## config.mk

```make
export PLATFORM = sky130hd
export DESIGN_NAME = sw_debounce
export DESIGN_NICKNAME = d
export VERILOG_FILES = /design/src/rtl/sw_debounce.sv
export SDC_FILE = /design/constraint.sdc
export NUM_CORES = 1
export LEC_CHECK = 0
export BUFFER_PORTS_ARGS = -buffer_cell sky130_fd_sc_hd__buf_2
export CORE_MARGIN = 2
export CORE_UTILIZATION = 56
export CTS_CLUSTER_DIAMETER = 150
export CTS_CLUSTER_SIZE = 30
export DETAILED_ROUTE_END_ITERATION = 6
export PLACE_DENSITY = 0.74
export SETUP_SLACK_MARGIN = 0.02
export SLEW_MARGIN = 5
export SYNTH_ARGS = -nofsm -noshare
export SYNTH_HDL_FRONTEND = slang
export SYNTH_SLANG_ARGS = --single-unit
```

## constraint.sdc

```tcl
create_clock -name clk -period 2.57 [get_ports clk]
set_input_delay 0.514 -clock clk [delete_from_list [all_inputs] [get_ports clk]]
set_output_delay 0.514 -clock clk [all_outputs]
set_load 0.01 [all_outputs]
```

## src/rtl/sw_debounce.sv

```systemverilog
// Switch debouncer: 2-flop sync, per-bit stability count on a prescaled tick, change events into a small queue.
// Latency: 2 cycles sync plus STABLE_TICKS-1..STABLE_TICKS tick periods to state_o; the event follows 1+ cycles later.
// Backpressure: evt_valid/evt_ready on the queue head; a push into a full queue is dropped and sets sticky overflow.
module sw_debounce #(
    parameter int WIDTH        = 8,
    parameter int TICK_DIV     = 50000,
    parameter int STABLE_TICKS = 4,
    parameter int FIFO_DEPTH   = 4
) (
    input  logic                     clk,
    input  logic                     rst,
    input  logic [WIDTH-1:0]         sw,
    output logic [WIDTH-1:0]         state_o,
    output logic                     evt_valid,
    input  logic                     evt_ready,
    output logic [$clog2(WIDTH)-1:0] evt_index,
    output logic                     evt_level,
    output logic                     overflow,
    input  logic                     clear_ovf
);
    localparam int IW = $clog2(WIDTH);
    localparam int PW = (TICK_DIV > 1) ? $clog2(TICK_DIV) : 1;
    localparam int CW = $clog2(STABLE_TICKS + 1);
    localparam int AW = $clog2(FIFO_DEPTH);
    localparam logic [PW-1:0] PRE_LAST  = PW'(TICK_DIV - 1);
    localparam logic [CW-1:0] STAB_LAST = CW'(STABLE_TICKS - 1);
    localparam logic [AW:0]   FULL_CNT  = (AW+1)'(FIFO_DEPTH);

    logic [WIDTH-1:0] sync1;
    logic [WIDTH-1:0] sync2;
    logic [PW-1:0]    pre_cnt;
    logic             tick;
    logic [CW-1:0]    stab [WIDTH];
    logic [WIDTH-1:0] acc;
    logic [WIDTH-1:0] pend;
    logic [WIDTH-1:0] plev;
    logic [WIDTH-1:0] pend_clr;
    logic             push_vld;
    logic [IW-1:0]    push_idx;
    logic             push_lvl;
    logic             push_ok;
    logic             drop;
    logic             pop;

    logic [IW-1:0]         mem_idx [FIFO_DEPTH];
    logic [FIFO_DEPTH-1:0] mem_lvl;
    logic [AW-1:0]         wr_ptr;
    logic [AW-1:0]         rd_ptr;
    logic [AW:0]           cnt;

    always_ff @(posedge clk) begin
        if (rst) begin
            sync1   <= '0;
            sync2   <= '0;
            pre_cnt <= '0;
        end else begin
            sync1   <= sw;
            sync2   <= sync1;
            pre_cnt <= (pre_cnt == PRE_LAST) ? '0 : pre_cnt + PW'(1);
        end
    end

    assign tick = (pre_cnt == PRE_LAST);

    // A bit is accepted on the tick where its run of disagreeing samples reaches STABLE_TICKS.
    always_comb begin
        acc = '0;
        for (int i = 0; i < WIDTH; i++) begin
            acc[i] = tick && (sync2[i] != state_o[i]) && (stab[i] == STAB_LAST);
        end
    end

    always_ff @(posedge clk) begin
        if (rst) begin
            state_o <= '0;
            pend    <= '0;
            plev    <= '0;
            for (int i = 0; i < WIDTH; i++) begin
                stab[i] <= '0;
            end
        end else begin
            pend <= (pend & ~pend_clr) | acc;
            if (tick) begin
                for (int i = 0; i < WIDTH; i++) begin
                    if (sync2[i] == state_o[i]) begin
                        stab[i] <= '0;
                    end else if (acc[i]) begin
                        state_o[i] <= sync2[i];
                        plev[i]    <= sync2[i];
                        stab[i]    <= '0;
                    end else begin
                        stab[i] <= stab[i] + CW'(1);
                    end
                end
            end
        end
    end

    // Lowest pending index wins; scanning downward leaves the smallest set index in push_idx.
    always_comb begin
        push_vld = 1'b0;
        push_idx = '0;
        pend_clr = '0;
        for (int i = WIDTH - 1; i >= 0; i--) begin
            if (pend[i]) begin
                push_vld = 1'b1;
                push_idx = IW'(i);
            end
        end
        if (push_vld) begin
            pend_clr[push_idx] = 1'b1;
        end
    end

    assign push_lvl  = plev[push_idx];
    assign push_ok   = push_vld && (cnt != FULL_CNT);
    assign drop      = push_vld && (cnt == FULL_CNT);
    assign pop       = evt_valid && evt_ready;
    assign evt_valid = (cnt != '0);
    assign evt_index = evt_valid ? mem_idx[rd_ptr] : '0;
    assign evt_level = evt_valid ? mem_lvl[rd_ptr] : 1'b0;

    always_ff @(posedge clk) begin
        if (push_ok) begin
            mem_idx[wr_ptr] <= push_idx;
            mem_lvl[wr_ptr] <= push_lvl;
        end
    end

    // Fullness is judged on the count at cycle start, so a same-cycle pop never rescues a push.
    always_ff @(posedge clk) begin
        if (rst) begin
            wr_ptr   <= '0;
            rd_ptr   <= '0;
            cnt      <= '0;
            overflow <= 1'b0;
        end else begin
            if (push_ok) begin
                wr_ptr <= wr_ptr + AW'(1);
            end
            if (pop) begin
                rd_ptr <= rd_ptr + AW'(1);
            end
            case ({push_ok, pop})
                2'b10:   cnt <= cnt + (AW+1)'(1);
                2'b01:   cnt <= cnt - (AW+1)'(1);
                default: cnt <= cnt;
            endcase
            if (drop) begin
                overflow <= 1'b1;
            end else if (clear_ovf) begin
                overflow <= 1'b0;
            end
        end
    end
endmodule

```

# Yosys cells after proc, flatten, opt, wreduce, memory -nomap -nowiden

Memories as Yosys holds them, arrays and structs flattened. A register that Yosys moved wholly into a read port is not among the register bits.
Index checks and enable logic that the tools add are counted.

Add/sub/neg operators: 13
Multiply operators: 0
Div/mod/pow operators: 0
Order comparisons: 5
Eq/ne operators: 29
Shift-type cells: 0
Mux-type cells: 173
Bitwise logic cells: 35
Reduce and logical (&&, ||, !) cells: 33

Operator list:

| cell                    | number |
|---|---|
| $mux W1                 | 131 |
| $mux W3                 | 33 |
| $add A3 B1 Y3 const B   | 9 |
| $eq A3 B2 Y1 const B    | 8 |
| $or A1 B1 Y1            | 24 |
| $reduce_and A3 Y1       | 8 |
| $logic_and A1 B1 Y1     | 21 |
| $add A16 B1 Y16 const B | 1 |
| $eq A16 B16 Y1 const B  | 1 |
| $and A8 B8 Y8           | 1 |
| $eq A1 B1 Y1            | 8 |
| $mux W8                 | 1 |
| $ne A1 B1 Y1            | 8 |
| $not A1 Y1              | 8 |
| $not A8 Y8              | 1 |
| $or A8 B8 Y8            | 1 |
| $lt A2 B3 Y1 const B    | 2 |
| $pmux W3 S2             | 1 |
| $add A2 B1 Y2 const B   | 2 |
| $bwmux W4               | 1 |
| $lt A3 B4 Y1 const B    | 1 |
| $mux W2                 | 2 |
| $reduce_bool A2 Y1      | 2 |
| $bmux W1 S3             | 1 |
| other kinds (12)        | 12 |

Bits in registers: 60
Latch bits: 0
RAM bits: 36
ROM bits: 0
Output and inout port bits: 14
Word-level logic and storage cells: 307
Memories: 2

Memories:

| memory  | words | width | read ports | clocked after memory_dff | write ports | line | source |
|---|---|---|---|---|---|---|---|
| stab    | 8     | 3     | 8          | 0                        | 8           | 33   | `logic [CW-1:0] stab [WIDTH];` |
| mem_idx | 4     | 3     | 1          | 1                        | 1           | 45   | `logic [IW-1:0] mem_idx [FIFO_DEPTH];` |

# Longest topological paths before layout

Word-level depth: 16
Mapped depth: 10
Mapped depth without buffers: 10

# Worst setup path after synthesis

Ideal clock, no wire load.

Path type: flip-flop to flip-flop
From: register pre_cnt[5]
To: memory stab[0][0] (netlist bit), enable pin
Arrival: 1.962 ns
Required time: 2.205 ns
Slack: 0.243 ns
Stages on the path, launching flop included: 6
Path buffers: 2
Clock period less this slack: 2.327 ns
Cell sequence: dfxtp_1 -> or4_4 -> nor4_4 -> or2_2 -> clkbuf_1 -> buf_2

RTL lines:

| item                   | line | source |
|---|---|---|
| from (decl)            | 31   | `logic [PW-1:0] pre_cnt;` |
| from (signal assigned) | 59   | `pre_cnt <= (pre_cnt == PRE_LAST) ? '0 : pre_cnt + PW'(1);` |
| to (decl)              | 33   |  |

# Worst setup path after layout

From: register pend[2]
To: register cnt[2]

Cells in the longest elaborated chain, start to end: 6
Elaborated cells between the ends (all ways): 8
Classes of those cells: eq/ne (2); mux (4); reduce/logical (2)

Ends and longest elaborated chain:

| item                                                     | line | source |
|---|---|---|
| from (decl)                                              | 35   | `logic [WIDTH-1:0] pend;` |
| from (signal assigned)                                   | 82   | `pend <= (pend & ~pend_clr) \| acc;` |
| $mux W1 (*) (3 in a row)                                 | 105  | `if (pend[i]) begin` |
| $logic_and A1 B1 Y1 (*)                                  | 116  | `assign push_ok = push_vld && (cnt != FULL_CNT);` |
| $eq A2 B1 Y1 / $eq A2 B2 Y1 (equally long branches)      | 144  | `case ({push_ok, pop})` |
| $pmux W3 S2 / $reduce_bool A2 Y1 (equally long branches) | --   |  |
| to (signal assigned)                                     | 145  | `2'b10: cnt <= cnt + (AW+1)'(1);` |
| to (signal assigned)                                     | 146  | `2'b01: cnt <= cnt - (AW+1)'(1);` |
| to (signal assigned)                                     | 147  | `default: cnt <= cnt;` |
| to (decl)                                                | 49   | `logic [AW:0] cnt;` |

Every way passes the cells marked *; elsewhere a longest branch is shown, timed or not.
A chain may end at the register's enable or synchronous reset.

==> flow_metrics.env <==
export IMPL_antenna_found_initial=0
export IMPL_cp_max_fo=6
export IMPL_grt_max_degree=25
export IMPL_cts_buffers=9
export IMPL_synth_area_top_cells="edfxtp_1, dfxtp_1, ha_1"
export IMPL_synth_cells=386
export IMPL_max_vdd_ir_drop_mv=0.3644
export IMPL_fin_crit_sh=0.9151
export IMPL_skew_ps=12.66
export IMPL_area_delta_synth_final_pct=9.878
export IMPL_fillers=583
export IMPL_hold_start="sw[2]"
export IMPL_gp_congestion=0.8054
export IMPL_cts_setup_buffers=0
export IMPL_ys_async_sr_fraction=0
export IMPL_worst_slew_pin_slew_ps=388.4
export IMPL_placedCellCount=504
export IMPL_synth_fp_nets=421
export IMPL_synth_area_leader_cell="edfxtp_1"
export IMPL_slew_headroom=0.7401
export IMPL_rsz0062_at_grt="no"
export IMPL_critPathCaptureType="flip-flop"
export IMPL_fin_cells=520
export IMPL_synth_edff_count=40
export IMPL_synth_common_cells="dfxtp_1, edfxtp_1, nor2_1"
export IMPL_slew_violations=0
export IMPL_hp_class="input port to flip-flop"
export IMPL_fmaxAchievable_mhz=425.2
export IMPL_drive_gt1_frac=0.2114
export IMPL_initial_core_util=0.5858
export IMPL_cts_sinks=98
export IMPL_p_sw_uw=565.5
export IMPL_wl_per_cell_um=13.32
export IMPL_drc=0
export IMPL_synth_area_per_cell_um2=11.12
export IMPL_ctsRootBufferMaster="clkbuf_8"
export IMPL_die_w_um=91.57
export IMPL_startpoint_type="flip-flop"
export IMPL_worst_path_max_delay_cell="dfxtp_1"
export IMPL_postRouteAntennaNets=0
export IMPL_r2r_start="pend[2]"
export IMPL_power_frac_clock=0.356
export IMPL_cts_tree="done"
export IMPL_crit_path_max_incr_delay_ps=370
export IMPL_synth_most_common_cell="dfxtp_1"
export IMPL_ctsHtreeMaxLevel=3
export IMPL_rows=31
export IMPL_clkLatencyLatePin_ps=360
export IMPL_io_buffers=25
export IMPL_ioPinCount=26
export IMPL_comb_power_share=0.029
export IMPL_grt_pass1_wl_um=12140
export IMPL_p_seq_frac=0.615
export IMPL_cp_top_family="simple AND/OR/NAND/NOR gates"
export IMPL_outcome="finished clean"
export IMPL_period_minus_slack_ps=2352
export IMPL_setup_tns_final_ps=0
export IMPL_internal_power_mw=2.119
export IMPL_vias=2706
export IMPL_path_clk_slew_ps=90
export IMPL_cp_arrival_ps=2650
export IMPL_crit_type="flip-flop to flip-flop"
export IMPL_hold_viol=0
export IMPL_grt_usage=0.1829
export IMPL_p_leak_nw=1.809
export IMPL_ys_seq_elements=98
export IMPL_crit_chain="nor4_2 > nand3_1 > a21boi_1 > inv_1 > ha_1 > inv_1 > fa_1 > xor2_1 > or3_1 > a21oi_1"
export IMPL_cp_num_buf_inv=2
export IMPL_grt_pass1_vias=2640
export IMPL_setup_violations=0
export IMPL_core_area_um2=7331
export IMPL_post_synth_num_cell_types=49
export IMPL_cp_startpoint="pend[2]"
export IMPL_antennaDiodeCount=0
export IMPL_synthFlopType="dfxtp_1"
export IMPL_wirelength_um=6927
export IMPL_final_nets=451
export IMPL_die_h_um=91.57
export IMPL_cts_buffer_depth=2
export IMPL_critPathMostFrequentCell="inv_1"
export IMPL_drt_initial_drc_count=161
export IMPL_dp_hpwl_um=4963
export IMPL_grt_overflow=0
export IMPL_yosysWarnings=0
export IMPL_yosysSeqAreaShare=0.5501
export IMPL_fp_dieArea_um2=8384
export IMPL_synth_area_um2=4294
export IMPL_vias_per_cell=5.204
export IMPL_worstPathRequired_ps=2860
export IMPL_maxCapViolations=0
export IMPL_swShare=0.2107
export IMPL_power_density_nw_per_um2=568.9
export IMPL_synth_top_area_frac=0.2797
export IMPL_firstDrtPassIters=5
[layout make-up]
type / count / area (um2) / area share
Clock buffer: 11 / 131.4 / 0.02784
Clock inverter: 5 / 55.05 / 0.01167
Inverter: 26 / 97.59 / 0.02068
Multi-Input combinational cell: 250 / 1778 / 0.3768
Sequential cell: 98 / 2362 / 0.5007
Tap cell: 99 / 123.9 / 0.02625
Timing Repair Buffer: 31 / 170.2 / 0.03606
[worst reg2reg max path, delay by kind of cell, from the launching register on]
kind / cells / cell delay (ps)
adder cells (fa/ha/maj): 2 / 550
flip-flops: 1 / 370
AND/OR/NAND/NOR: 3 / 780
AO/OA/AOI/OAI: 2 / 300
buffers and inverters: 2 / 140
XOR/XNOR: 1 / 150
[layout by cell type, fill, tap and decap left out, types with 3 or more instances in the layout]
master,n
nor2b_1,18
nor2_1,39
nand4_1,4
mux4_2,4
or3_4,6
nand3_1,15
o21ai_0,7
edfxtp_1,40
xnor2_1,13
nand2_1,21
a21oi_1,16
inv_1,26
dfxtp_1,58
and2_1,10
buf_2,25
ha_1,22
clkbuf_8,9
or2_2,7
xor2_1,14
nor2_2,18
a2bb2oi_1,3
buf_4,6
[per-stage QoR]
stage	utilization	hold WS [ps]	cell area, um2	setup WS [ps]	total power [mW]
global route	0.6436	348.5	4718	74.29	2.796
detailed placement	0.6173	421.2	4526	177.5	1.767
global placement	0.6173	416.7	4526	259.8	1.762
floorplan	-	413.8	4294	243.2	1.741
finish	0.6436	357.0	4718	218.2	2.684
CTS	0.6428	350.7	4712	144.7	2.708
[power by group through the flow]
stage	Clock [mW]	Sequential [mW]	Combinational, mW
after CTS	0.977	1.65	0.0800
after floorplan	0	1.68	0.0576
after detailed placement	0	1.69	0.0795
after global placement	0	1.69	0.0764
final	0.956	1.65	0.0782
after global routing	1.05	1.65	0.0918
[state kept, by name, indices dropped and copies added, names as in the netlist, named ones only]
register and cells:
plev 5, state_o 3, cnt 3, rd_ptr 2
pend 8, overflow 1, stab 24, mem_idx 12
wr_ptr 2, sync1 8, mem_lvl 4, pre_cnt 16
sync2 8
[path summary, 6_finish.rpt]
check	end	slack (ps)	cells past startpoint
worst max-delay path	cnt[2]	220	10
worst min-delay path	sync1[2]	360	2
worst max register to register	cnt[2]	220	10
worst min register to register	sync2[3]	440	1
[logic make-up (layout without fill, tap and decap cells)]
kind of cell	count (synthesis)	after routing	synth area share
multiplexers	6	6	0.02593
buffers and inverters	38	73	0.03730
adder cells (fa/ha/maj)	23	23	0.06876
XOR/XNOR	27	27	0.05507
AO/OA/AOI/OAI	36	36	0.05129
AND/OR/NAND/NOR	158	158	0.2115
flip-flops	98	98	0.5501
[what timing repair did]
action | CTS | global route
hold buffers | 0 | 0
setup endpoints to repair | 0 | 1
gates resized for setup | 0 | 1
[per-layer routing]
layer / track usage / routed length (um) / vias to the layer above
met5: 0 / 0 / -
met1: 0.2418 / 3228 / 1277
met4: 0.08081 / 131 / 0
met2: 0.2960 / 3360 / 47
li1: - / - / 1370
met3: 0.03071 / 205 / 12
Note: power is estimated with default switching activity, not from simulation.
